$ cat src/rtl/pass_c_pkg.sv
// Shared defaults for the pass_c write-side buffer.
package pass_c_pkg;
   localparam int DEFAULT_WIDTH = 8;
   localparam int DEFAULT_DEPTH = 16;
endpackage

$ cat src/rtl/pass_c_sync_fifo.sv
// Single-clock FIFO with power-of-two depth; a push while full is dropped unless a pop happens in the same cycle.
module sync_fifo
   import pass_c_pkg::*;
#(
   parameter int WIDTH = DEFAULT_WIDTH,
   parameter int DEPTH = DEFAULT_DEPTH
) (
   input  logic                       clk,
   input  logic                       rst_n,
   input  logic                       push,
   input  logic                       pop,
   input  logic [WIDTH-1:0]           wr_data,
   output logic [WIDTH-1:0]           rd_data,
   output logic                       empty,
   output logic                       full,
   output logic [$clog2(DEPTH):0]     count
);
   localparam int AW = $clog2(DEPTH);

   logic [WIDTH-1:0] mem [DEPTH];
   logic [AW-1:0]    wr_ptr;
   logic [AW-1:0]    rd_ptr;
   logic             do_push;
   logic             do_pop;

   assign empty   = (count == '0);
   assign full    = (count == (AW+1)'(DEPTH));
   assign do_pop  = pop & ~empty;
   assign do_push = push & (~full | do_pop);
   assign rd_data = mem[rd_ptr];

   // Storage carries no reset; only pointers and count are cleared.
   always_ff @(posedge clk) begin
      if (do_push) begin
         mem[wr_ptr] <= wr_data;
      end
   end

   always_ff @(posedge clk or negedge rst_n) begin
      if (!rst_n) begin
         wr_ptr <= '0;
         rd_ptr <= '0;
         count  <= '0;
      end else begin
         if (do_push) begin
            wr_ptr <= wr_ptr + AW'(1);
         end
         if (do_pop) begin
            rd_ptr <= rd_ptr + AW'(1);
         end
         case ({do_push, do_pop})
            2'b10:   count <= count + (AW+1)'(1);
            2'b01:   count <= count - (AW+1)'(1);
            default: count <= count;
         endcase
      end
   end
endmodule

$ cat src/rtl/pass_c.sv
// Write-side buffer: bypasses straight to the output register when granted and empty, otherwise queues and drains in order.
module pass_c
   import pass_c_pkg::*;
#(
   parameter int WIDTH = DEFAULT_WIDTH,
   parameter int DEPTH = DEFAULT_DEPTH
) (
   input  logic             CLK,
   input  logic             Reset,
   input  logic             i_WrEn,
   input  logic [WIDTH-1:0] i_WrData,
   input  logic             i_Grant,
   output logic             o_Valid,
   output logic [WIDTH-1:0] o_Data,
   output logic             o_Grant
);
   localparam int AW = $clog2(DEPTH);

   logic             fifo_empty;
   logic             fifo_full;
   logic [AW:0]      fifo_count;
   logic [WIDTH-1:0] fifo_head;
   logic             fifo_push;
   logic             fifo_pop;
   logic             gnt;

   assign o_Grant = Reset & (i_WrEn | ~fifo_empty);
   assign gnt     = i_Grant & o_Grant;

   // A granted write into an empty FIFO skips storage; anything else queues behind existing words.
   assign fifo_pop  = gnt & ~fifo_empty;
   assign fifo_push = i_WrEn & ~(gnt & fifo_empty);

   sync_fifo #(
      .WIDTH (WIDTH),
      .DEPTH (DEPTH)
   ) u_fifo (
      .clk     (CLK),
      .rst_n   (Reset),
      .push    (fifo_push),
      .pop     (fifo_pop),
      .wr_data (i_WrData),
      .rd_data (fifo_head),
      .empty   (fifo_empty),
      .full    (fifo_full),
      .count   (fifo_count)
   );

   always_ff @(posedge CLK or negedge Reset) begin
      if (!Reset) begin
         o_Valid <= 1'b0;
         o_Data  <= '0;
      end else if (gnt) begin
         o_Valid <= 1'b1;
         o_Data  <= fifo_empty ? i_WrData : fifo_head;
      end else begin
         o_Valid <= 1'b0;
      end
   end
endmodule

$ cat config.mk
export PLATFORM = sky130hd
export DESIGN_NAME = pass_c
export DESIGN_NICKNAME = d
export VERILOG_FILES = /design/src/rtl/pass_c_pkg.sv /design/src/rtl/pass_c_sync_fifo.sv /design/src/rtl/pass_c.sv
export SDC_FILE = /design/constraint.sdc
export NUM_CORES = 1
export LEC_CHECK = 0
export BUFFER_PORTS_ARGS = -buffer_cell sky130_fd_sc_hd__buf_2
export CORE_UTILIZATION = 65
export DETAILED_ROUTE_END_ITERATION = 10
export PLACE_DENSITY = 0.83
export SYNTH_ARGS = -nofsm -noshare
export SYNTH_HDL_FRONTEND = slang
export SYNTH_HIERARCHICAL = 1
export SYNTH_SLANG_ARGS = --single-unit
export TNS_END_PERCENT = 30
$ cat constraint.sdc
create_clock -name CLK -period 7.5 [get_ports CLK]
set_input_delay 0.375 -clock CLK [delete_from_list [all_inputs] [get_ports CLK]]
set_output_delay 0.375 -clock CLK [all_outputs]
set_load 0.01 [all_outputs]
==> results.md <==
* Hold endpoint: o_Valid
* Sequential cell area at 4400 um2
* Slowest stage delay, CP at 0.70 ns
* Leakage power at 2.52 nW
* Synth warn at 6
* Core area at 9280 um2
* Pre-antenna DRT Iters at 5
* P per Cell Area at 407 nW/um2
* Area added between synthesis and finish at 14.1%
* Non-Filler Instances at 517
* Crit path buf inv count at 1
* Area after DPL at 6520 um2
* Placed Instances at 484
* Crit start category: flop
* Hold_sp: i_Grant
* # rows at 35
* Final Worst Setup Slack at 3.30 ns
* Kind of critical path: reg2reg
* CTS tree: built
* Setup Viol. Count Final at 0
* First-pass GRT wire length at 19800 um
* CP max FO at 12
* Post-Syn Area at 6280 um2
* Fin crit share at 0.560
* Crit path DAT at 4.67 ns
* Fmax at 238 MHz
* GR Util All Layers at 0.291
* Max Cap Viol at 0
* Hold Crit Depth at 2
* Register-to-Register Path Depth at 13
* Number of global-route vias before repair at 3393
* Share of cells above drive strength 1 at 0.302
* Final Wtd Congestion at 0.838
* Clock Sinks at 150
* Max Root-Sink Buffers at 2
* CTS buffer count at 17
* Critical path cell sequence: or4_4, nor2_1, nand2b_1, and3_4, nor2b_1, o21ai_4, or2_1, inv_1, ha_1, o21ai_0, a2111o_1, o211a_1, nand3_1
* Internal power at 0.00203 W
* Peak VDD IR at 0.400 mV
* Multi-input logic area at 1770 um2
* Worst rel slew slack at 0.216
* Total gr overflow at 0
* Worst skew pair latency at 0.53 ns
* Total Nets Final at 396
* Mapped Avg Cell Area at 18.3 um2
* Fillers at 511
* H-tree depth at 4
* Comb pwr share at 0.289
* Clk_skew at 0.0104 ns
* Psw at 0.000892 W
* Hold Path Class: in2reg
* Final TNS setup at 0 ns
* Reg-to-reg critical path startpoint: u_fifo/count[1]
* Die width at 100 um
* Hold_buf cts at 1
* Worst slack at placement at 3.42 ns
* # DRC at 0
* CP Capture Type: flop
* Total wire length at 13300 um
* Status: finished, final reports clean
* Slew @ Worst Pin at 1.17 ns
* Max stage delay cell, worst path: nor2_1
* CP top delay family: simple AND/OR/NAND/NOR gates
* Sw frac at 0.306
* Initial antenna violation count at 0
* I/O Buffers at 21
* Post-CTS Resized at 0
* Root Buffer: clkbuf_8
* Final Hold Viols at 0
* Starting Density at 0.677
* Largest net degree at the start of global routing at 25
* Via count at 3271
* Vias per Instance at 6.33
* Final Max Slew Viols at 0
* Syn_nets at 364
* RSZ-0062 raised after global routing: false
* N_diodes at 0
* Post-DP HPWL at 7870 um
* Final Power at 0.00292 W
* Die area at 10100 um2
* Post-CTS Setup Bufs at 0
* Height of the die at 100 um
* Critical R2R Capture: u_fifo/count[4]
* Initial DRC count at 340
* Routed Antenna Nets at 0
* Final min period at 4.20 ns
* Avg WL per Cell at 25.7 um
* Critical path required time at 7.97 ns
* Cells after Synth at 343
* Clock share of power at 0.312
* Design area at 7170 um2
* R2R Setup Slk at 3.30 ns
* Reg power frac at 0.398
* IO Count at 22
* Worst-path clk slew at 0.06 ns
-- cell usage in the layout (no fill, tap or decap), drive strengths merged, types with 9 or more instances in the layout --
cell type	count
nor2	16
mux2	19
inv	9
edfxtp	128
clkbuf	17
nand2	16
a22oi	16
buf	29
mux4	32
dfrtp	22
-- power groups by stage --
| stage | logic (W) | registers [W] | clock network, W |
|---|---|---|---|
| after floorplan | 0.000656 | 0.00111 | 0 |
| after global placement | 0.000800 | 0.00116 | 0 |
| after detailed placement | 0.000825 | 0.00117 | 0 |
| after CTS | 0.000842 | 0.00116 | 0.000921 |
| after global routing | 0.000898 | 0.00118 | 0.000953 |
| final | 0.000844 | 0.00116 | 0.000911 |
-- routing by layer --
metal  global-route usage  routed length [um]
met5                    0                   0
met2                0.484                7020
met1                0.365                4920
met3               0.0794                1000
met4                0.125                 333
-- worst register-to-register path: stages, from the launching register on --
cell and delay [ns]:
dfrtp_1 0.43, or4_4 0.62, nor2_1 0.70, nand2b_1 0.17, and3_4 0.29, nor2b_1 0.27, o21ai_4 0.23, or2_1 0.20
inv_1 0.09, ha_1 0.34, o21ai_0 0.16, a2111o_1 0.43, o211a_1 0.12, nand3_1 0.07
-- how the worst max path moves through the flow --
stage,from,endpoint,depth (start not counted)
2_1_floorplan,u_fifo/count[1],u_fifo/count[4],15
3_3_place_gp,u_fifo/count[1],u_fifo/count[4],13
3_5_place_dp,u_fifo/count[1],u_fifo/count[4],13
4_1_cts,u_fifo/count[1],u_fifo/count[4],13
5_1_grt,u_fifo/count[1],u_fifo/count[4],13
6_report,u_fifo/count[1],u_fifo/count[4],13
-- metrics by stage --
step                       util  hold slack (ns)
after CTS                 0.773            0.213
after detailed placement  0.702            0.403
after global placement    0.702            0.377
final                     0.773            0.233
after global routing      0.773            0.216
after floorplan               -           0.0794
-- sequential cells by signal, indices dropped and copies added, names as in the netlist --
signal,cells
u_fifo/rd_ptr,4
u_fifo/wr_ptr,4
u_fifo/count,5
o_Data,8
u_fifo/mem,128
o_Valid,1
-- final cells by class --
type | instances | share of cell area
clock buffer | 17 | 0.0577
clock inverter | 15 | 0.0319
inverter | 8 | 0.00419
multi-input combinational | 168 | 0.246
sequential | 150 | 0.613
tap | 129 | 0.0225
timing repair buffer | 30 | 0.0244
Power figures use the tool's default switching activity.
